--- src/rtl/arb_mux_reg_if.sv ---
// rtl/arb_mux_reg_if.sv - stream bundle between N producers, the selector and one consumer
//
// Purpose: groups the per-channel input streams, the mode controls and the
// registered output stream of arb_mux_reg into one interface.
// Signals:
//   in_data   NUM_IN*DATA_WIDTH  channel i at [i*DATA_WIDTH +: DATA_WIDTH]
//   in_valid  NUM_IN             per-channel valid
//   in_ready  NUM_IN             per-channel ready (one-hot or zero)
//   rr_en     1                  0 = fixed select, 1 = round robin
//   sel       SEL_WIDTH          channel index for fixed select
//   out_data  DATA_WIDTH         registered output word
//   out_src   SEL_WIDTH          channel that supplied out_data
//   out_valid 1                  output register holds a word
//   out_ready 1                  consumer accepts the word
// Modports: master = environment side (producers/consumer), slave = selector.

interface arb_mux_reg_if #(
  parameter int DATA_WIDTH = 16,
  parameter int NUM_IN     = 5
) ();
  localparam int SEL_WIDTH = $clog2(NUM_IN);

  logic [NUM_IN*DATA_WIDTH-1:0] in_data;
  logic [NUM_IN-1:0]            in_valid;
  logic [NUM_IN-1:0]            in_ready;
  logic                         rr_en;
  logic [SEL_WIDTH-1:0]         sel;
  logic [DATA_WIDTH-1:0]        out_data;
  logic [SEL_WIDTH-1:0]         out_src;
  logic                         out_valid;
  logic                         out_ready;

  modport master (
    output in_data, in_valid, rr_en, sel, out_ready,
    input  in_ready, out_data, out_src, out_valid
  );

  modport slave (
    input  in_data, in_valid, rr_en, sel, out_ready,
    output in_ready, out_data, out_src, out_valid
  );
endinterface

--- src/rtl/arb_mux_reg.sv ---
// rtl/arb_mux_reg.sv - N-input registered selector, fixed select or round robin
//
// Purpose: picks one valid/ready input stream per cycle (explicit select or
// round-robin) and loads the chosen word into a single output register that
// holds under back-pressure and sustains one word per cycle.
// Ports:
//   clk      rising-edge clock
//   reset_n  asynchronous active-low reset
//   bus      arb_mux_reg_if.slave (in_data/in_valid/in_ready, rr_en, sel,
//            out_data/out_src/out_valid/out_ready)

module arb_mux_reg #(
  parameter int DATA_WIDTH = 16,
  parameter int NUM_IN     = 5,
  localparam int SEL_WIDTH = $clog2(NUM_IN)
) (
  input  logic          clk,
  input  logic          reset_n,
  arb_mux_reg_if.slave  bus
);

  logic [DATA_WIDTH-1:0] words [NUM_IN];
  logic [SEL_WIDTH-1:0]  ptr;
  logic [SEL_WIDTH-1:0]  grant;
  logic [SEL_WIDTH-1:0]  ptr_next;
  logic                  grant_vld;
  logic                  load_en;
  logic                  in_xfer;
  logic                  out_xfer;
  logic [DATA_WIDTH-1:0] data_q;
  logic [SEL_WIDTH-1:0]  src_q;
  logic                  valid_q;

  for (genvar i = 0; i < NUM_IN; i++) begin : g_unpack
    assign words[i] = bus.in_data[i*DATA_WIDTH +: DATA_WIDTH];
  end

  assign load_en  = !valid_q || bus.out_ready;
  assign out_xfer = valid_q && bus.out_ready;

  // Grant decision. In fixed mode the grant does not depend on in_valid, so
  // in_ready[sel] follows load_en alone. In round-robin mode the search
  // starts at ptr and wraps; sum needs one extra bit to hold ptr+k before
  // the modulo reduction.
  always_comb begin
    logic [SEL_WIDTH:0]   sum;
    logic [SEL_WIDTH-1:0] idx;
    grant     = '0;
    grant_vld = 1'b0;
    sum       = '0;
    idx       = '0;
    if (!bus.rr_en) begin
      if (int'(bus.sel) < NUM_IN) begin
        grant     = bus.sel;
        grant_vld = 1'b1;
      end
    end else begin
      for (int k = 0; k < NUM_IN; k++) begin
        sum = {1'b0, ptr} + (SEL_WIDTH+1)'(k);
        if (sum >= (SEL_WIDTH+1)'(NUM_IN)) begin
          sum = sum - (SEL_WIDTH+1)'(NUM_IN);
        end
        idx = sum[SEL_WIDTH-1:0];
        if (!grant_vld && bus.in_valid[idx]) begin
          grant     = idx;
          grant_vld = 1'b1;
        end
      end
    end
  end

  // reset_n gates ready so no producer sees a handshake while held in reset.
  always_comb begin
    bus.in_ready = '0;
    if (grant_vld && load_en && reset_n) begin
      bus.in_ready[grant] = 1'b1;
    end
  end

  assign in_xfer  = grant_vld && load_en && bus.in_valid[grant];
  assign ptr_next = (grant == SEL_WIDTH'(NUM_IN - 1)) ? '0 : grant + 1'b1;

  always_ff @(posedge clk or negedge reset_n) begin
    if (!reset_n) begin
      data_q  <= '0;
      src_q   <= '0;
      valid_q <= 1'b0;
      ptr     <= '0;
    end else begin
      if (in_xfer) begin
        data_q  <= words[grant];
        src_q   <= grant;
        valid_q <= 1'b1;
        if (bus.rr_en) begin
          ptr <= ptr_next;
        end
      end else if (out_xfer) begin
        valid_q <= 1'b0;
      end
    end
  end

  assign bus.out_data  = data_q;
  assign bus.out_src   = src_q;
  assign bus.out_valid = valid_q;

endmodule

--- src/flat_wrapper.sv ---
// flat-port wrapper written by rule: the top's interface ports become plain ports
module arb_mux_reg_flat 
#(
  parameter int DATA_WIDTH = 16,
  parameter int NUM_IN     = 5,
  localparam int SEL_WIDTH = $clog2(NUM_IN)
)
  (clk, reset_n, bus_in_data, bus_in_valid, bus_rr_en, bus_sel, bus_out_ready, bus_in_ready, bus_out_data, bus_out_src, bus_out_valid);
  arb_mux_reg_if #(.DATA_WIDTH(DATA_WIDTH), .NUM_IN(NUM_IN)) bus_i ();
  input  logic clk;
  input  logic reset_n;
  input wire logic [$bits(bus_i.in_data)-1:0] bus_in_data;
  input wire logic [$bits(bus_i.in_valid)-1:0] bus_in_valid;
  input wire logic [$bits(bus_i.rr_en)-1:0] bus_rr_en;
  input wire logic [$bits(bus_i.sel)-1:0] bus_sel;
  input wire logic [$bits(bus_i.out_ready)-1:0] bus_out_ready;
  output wire logic [$bits(bus_i.in_ready)-1:0] bus_in_ready;
  output wire logic [$bits(bus_i.out_data)-1:0] bus_out_data;
  output wire logic [$bits(bus_i.out_src)-1:0] bus_out_src;
  output wire logic [$bits(bus_i.out_valid)-1:0] bus_out_valid;
  assign bus_i.in_data = bus_in_data;
  assign bus_i.in_valid = bus_in_valid;
  assign bus_i.rr_en = bus_rr_en;
  assign bus_i.sel = bus_sel;
  assign bus_i.out_ready = bus_out_ready;
  assign bus_in_ready = bus_i.in_ready;
  assign bus_out_data = bus_i.out_data;
  assign bus_out_src = bus_i.out_src;
  assign bus_out_valid = bus_i.out_valid;
  arb_mux_reg #(.DATA_WIDTH(DATA_WIDTH), .NUM_IN(NUM_IN)) u_core (.clk(clk), .reset_n(reset_n), .bus(bus_i));
endmodule
--- config.mk ---
export PLATFORM = sky130hd
export DESIGN_NAME = arb_mux_reg_flat
export DESIGN_NICKNAME = d
export VERILOG_FILES = /design/src/rtl/arb_mux_reg_if.sv /design/src/rtl/arb_mux_reg.sv /design/src/flat_wrapper.sv
export SDC_FILE = /design/constraint.sdc
export NUM_CORES = 1
export LEC_CHECK = 0
export CAP_MARGIN = 0
export CORE_ASPECT_RATIO = 0.9
export CORE_MARGIN = 4
export CORE_UTILIZATION = 41
export CTS_CLUSTER_DIAMETER = 30
export DETAILED_ROUTE_END_ITERATION = 7
export PLACE_DENSITY = 0.79
export SLEW_MARGIN = 25
export SYNTH_ARGS = -nofsm -noshare
export SYNTH_HDL_FRONTEND = slang
export SYNTH_SLANG_ARGS = --single-unit
--- constraint.sdc ---
create_clock -name clk -period 4.1 [get_ports clk]
set_clock_uncertainty 0.05 [all_clocks]
set_input_delay 0.41 -clock clk [delete_from_list [all_inputs] [get_ports clk]]
set_output_delay 0.41 -clock clk [all_outputs]
set_load 0.05 [all_outputs]
Word-level counts from Yosys, hierarchy flattened
Index checks and enable logic that the tools add are counted.
{"block": "classes", "n_eq_ne": 1, "bitwise": 1, "reduce_logical": 17, "mux": 49, "n_lt_le_gt_ge": 14, "addsub": 10}
{"op": "$mux 3", "count": 18}
{"op": "$bmux 16 s3", "count": 1}
{"op": "$mux 16", "count": 2}
{"op": "$lt 3x4->1 const B", "count": 6}
{"op": "$mux 1", "count": 20}
{"op": "$bmux 1 s3", "count": 6}
{"op": "$ge 4x3->1 const B", "count": 4}
{"op": "$sub 3x3->3 const B", "count": 5}
{"op": "$logic_and 1x1->1", "count": 9}
{"op": "$add 3x2->4 const B", "count": 2}
{"op": "$logic_not 1->1", "count": 5}
{"op": "$mux 5", "count": 1}
{"op": "$add 3x1->4 const B", "count": 1}
{"op": "$add 3x3->4 const B", "count": 1}
{"op": "$ge 4x4->1 const B", "count": 1}
{"op": "$not 3->4", "count": 1}
{"op": "$add 3x1->3 const B", "count": 1}
{"op": "$demux 1 s3", "count": 1}
{"op": "$eq 3x3->1 const B", "count": 1}
{"op": "$ge 3x1->1 const B", "count": 1}
{"op": "$ge 3x3->1 const B", "count": 1}
{"op": "$lt 3x3->1 const B", "count": 1}
{"op": "$reduce_and 2->1", "count": 1}
{"op": "$reduce_bool 2->1", "count": 1}
{"op": "$logic_or 1x1->1", "count": 1}
{"block": "word_totals", "regBits": 23}

Depth between registers and ports, before layout
{"block": "logic_depth", "word_depth": 28, "depth_mapped": 19, "mapped_depth_nobuf": 15}

Least setup slack after synthesis
Ideal clock, no wire load.
{"block": "synth_path", "kind": "register to output", "startpoint": "register u_core.ptr[1]", "endpoint": "output port bus_in_ready[2]", "arrival_ps": 4375, "t_required_ps": 3640, "path_stages_with_launch": 16, "path_buffers": 2, "setup_slack_ps": -735, "path_cell_list": "dfrtp_1 buf_2 inv_1 ha_1 ha_1 inv_2 o31ai_2 xnor2_1 mux2_2 nand2b_1 a311oi_1 o41ai_4 nor2_1 a21oi_1 clkbuf_1 nor3_1"}
{"block": "synth_via", "elab_chain_len": 28}
{"item": "start, declared", "line": "arb_mux_reg.sv:23", "rtl": "logic [SEL_WIDTH-1:0] ptr;"}
{"item": "start signal, assigned", "line": "arb_mux_reg.sv:95", "rtl": "ptr <= ptr_next;"}
{"item": "parallel branches: the longest is 27 deep, another holds $add 3x1->4"}
{"item": "$mux 5 *", "line": "arb_mux_reg.sv:75", "rtl": "if (grant_vld && load_en && reset_n) begin"}
{"item": "end, declared", "line": "flat_wrapper.sv:17", "rtl": "output wire logic [$bits(bus_i.in_ready)-1:0] bus_in_ready;"}
Mark *: on every way between the ends. The select of a mux whose other input is x is not followed.

Worst setup path in the final report
Same ends and word-level chain as after synthesis.

==> metrics.md <==
| Metric | Value |
|---|---|
| Status | `finished with violations` |
| Failing checks | `negative setup slack` |
| FF-to-FF path depth | `17` |
| Clock Pin Slew Worst Setup and Hold Paths | `0.09 ns` |
| Root buffer selected by CTS | `clkbuf_8` |
| Drt pass-1 iters | `6` |
| Crit. End Element | `output port` |
| H-tree Lvls | `1` |
| Critical-path maximum fanout | `10` |
| Die ar. | `8870 um^2` |
| Via density | `6.11` |
| Post-synth ARST share | `100%` |
| Fillers | `479` |
| Drt total wl | `12000 um` |
| Antenna Cells | `0` |
| Clk Latency, worst-skew pair | `0.27 ns` |
| Die W | `98.8 um` |
| Final hold vios | `0` |
| Clock buffer depth | `2` |
| Commonest register cell after synthesis | `dfrtp_1` |
| Synth Register Bits | `23` |
| WL per Instance | `19.9 um` |
| Pre-CTS setup slack | `-0.0821 ns` |
| Final instance area | `5150 um^2` |
| Crit path DAT | `3.81 ns` |
| CTS Buf Count | `3` |
| CTS tree | `done` |
| Port bufs | `116` |
| Pins over their slew limit | `0` |
| RSZ-0062 raised after global routing | `yes` |
| Clock sink count | `23` |
| Count of cell types in the netlist | `70` |
| R2R Path End | `u_core.bus.out_data[11]` |
| DIE HEIGHT | `89.7 um` |
| Max Cap Viol | `0` |
| R2r startpoint | `u_core.ptr[1]` |
| Final setup violation count | `12` |
| Synth Instances | `352` |
| Fmax | `234 MHz` |
| CP Launch Type | `register` |
| Starting Density | `42.6%` |
| Critical path origin | `u_core.ptr[1]` |
| Hold WC Path Type | `in -> async` |
| Gr ovfl total | `0` |
| Core Region | `7150 um^2` |
| R2R Setup Slk | `-0.03 ns` |
| Final HPWL DP | `8280 um` |
| Initial antenna violation count | `0` |
| Area used by multi-input combinational logic | `2550 um^2` |
| Worst setup endpoint | `bus_in_ready[2]` |
| Peak supply drop | `495 uV` |
| I/O pin count | `117` |
| WS Path Type | `reg -> out` |
| Final period utilization | `104%` |
| Syn Nets | `453` |
| Detailed Route Iter0 Violations | `362` |
| GP Congestion | `0.957` |
| Mapped Avg Cell Area | `8.64 um^2` |
| Layout cell share with drive strength beyond 1 | `32.0%` |
| CP Data Required Time | `3.64 ns` |
| Std-Cell Rows | `29` |
| EDFF count, synth | `0` |
| First-pass GRT wire length | `17400 um` |
| Storage cell area | `579 um^2` |
| Post-layout nets | `614` |
| Synthesized area | `3040 um^2` |
| Relative slew margins | `62.6%` |
| Yosys warning count | `0` |
| Via count | `3697` |
| Layout area overhead | `69.2%` |
| Actual slew at the worst max-slew pin | `0.560 ns` |
| Post-CTS Hold Buffers | `0` |
| Largest net degree at the start of global routing | `34` |
| PwrDens | `1040 nW/um^2` |
| Register area share after synthesis | `18.9%` |
| Final min period | `4.27 ns` |
| Placed Area | `4590 um^2` |
| Vias in the first global route | `3516` |
| LEAKAGE | `2.12 nW` |
| Final WS setup | `-0.166 ns` |
| Total GRT Usage | `23.9%` |
| # DRC | `0` |
| Antenna Violating Nets Remaining | `0` |
[flip-flops by register name, indices dropped and copies added, names as in the netlist]
signal                count
u_core.bus.out_valid      1
u_core.bus.out_src        3
u_core.bus.out_data      16
u_core.ptr                3
[metal layers]
metal  track usage (%)  up-vias  part of all wire, %
met5                 0        -                    0
met4              6.71        0                  3.2
met3              4.10       58                  9.5
met2              41.5      256                   50
met1              30.4     1733                   37
li1                  -     1650                    -
[stage by stage]
stage / hold WS [ns] / total power, mW / TNS, ns / utilization, % / std cells
floorplan: 0.0644 / 3.14 / 0 / - / 352
global placement: 0.451 / 4.13 / -0.0181 / 64.2 / 572
detailed placement: 0.461 / 4.21 / -0.562 / 64.2 / 572
CTS: 0.466 / 4.68 / 0 / 67.0 / 584
global route: 0.476 / 5.63 / -2.69 / 72.0 / 605
finish: 0.457 / 5.36 / -0.653 / 72.0 / 605
[worst min-delay path by stage]
stage               cells after the start  slack, ns                 endpoint
detailed placement                      1       0.46    u_core.bus.out_src[0]
finish                                  2       0.46   u_core.bus.out_data[0]
global placement                        1       0.45    u_core.bus.out_src[0]
global route                            2       0.48  u_core.bus.out_data[13]
CTS                                     2       0.47   u_core.bus.out_data[0]
floorplan                               0       0.06   u_core.bus.out_data[0]
[what timing repair did]
item                                    in CTS  in global routing
pin swaps                                   15                 13
endpoints found under the setup margin      21                 24
setup buffers                                7                 20
gates resized for setup                     21                 40
gates cloned                                 1                  1
[area by class of cell]
| class | count | share of cell area, % |
|---|---|---|
| Clock buffer | 3 | 0.802 |
| Clock inverter | 1 | 0.0972 |
| Inverter | 29 | 2.31 |
| Multi-Input combinational cell | 281 | 49.6 |
| Sequential cell | 23 | 11.3 |
| Tap cell | 93 | 2.26 |
| Timing Repair Buffer | 175 | 33.7 |
[worst max-delay path: stages, from the launching register on]
cell and delay, ns:
dfrtp_2 0.47, inv_4 0.09, ha_4 0.18, ha_4 0.31
inv_6 0.07, o31ai_4 0.25, o211ai_4 0.13, a211o_4 0.41
buf_4 0.16, o21ai_1 0.27, a211oi_4 0.13, o31ai_4 0.35
buf_4 0.19, nand3_4 0.11, nor3_4 0.25, buf_12 0.16
[synthesized netlist by cell type, types with 6 or more instances]
cell / n / area [um^2]
mux2_2: 36 / 405
inv_1: 27 / 101
dfrtp_1: 23 / 576
nand2b_1: 23 / 144
mux2i_1: 22 / 220
nand2_1: 21 / 78.8
nor2_1: 16 / 60.1
o221ai_1: 16 / 140
a21oi_1: 15 / 75.1
o21ai_0: 10 / 50.1
clkbuf_1: 9 / 33.8
ha_1: 8 / 100
a211oi_1: 7 / 52.6
nor3_1: 7 / 35.0
xnor2_1: 6 / 52.6
[cell families after synthesis]
kind of cell | count (synthesis) | share of synthesized area (%)
AO/OA/AOI/OAI | 106 | 28.0
AND/OR/NAND/NOR | 99 | 18.1
multiplexers | 61 | 22.4
buffers and inverters | 48 | 6.99
flip-flops | 23 | 18.9
adder cells (fa/ha/maj) | 9 | 3.95
XOR/XNOR | 6 | 1.73
[placed cells by master (no fill, tap or decap), types with 4 or more instances in the layout]
cell               n
dfrtp_1           20
mux2_2            35
buf_12             7
xnor2_1            6
nor3_4             5
a211oi_1           6
o21ai_0            7
clkdlybuf4s50_1  111
o21ai_1            6
o221ai_1          16
a31oi_1            4
buf_4             52
a21oi_1           14
nand2_1           18
mux2i_1           21
nand2b_1          23
inv_1             26
nor2_1            13
ha_4               5
nor2b_1            5
[report_power, final]
part | internal, mW | leakage, nW | switching, mW
logic | 2.17 | 1.83 | 2.61
clock network | 0.0679 | 0.0255 | 0.0750
registers | 0.354 | 0.266 | 0.0884
total | 2.59 | 2.12 | 2.77
(Power assumes the default switching activity.)
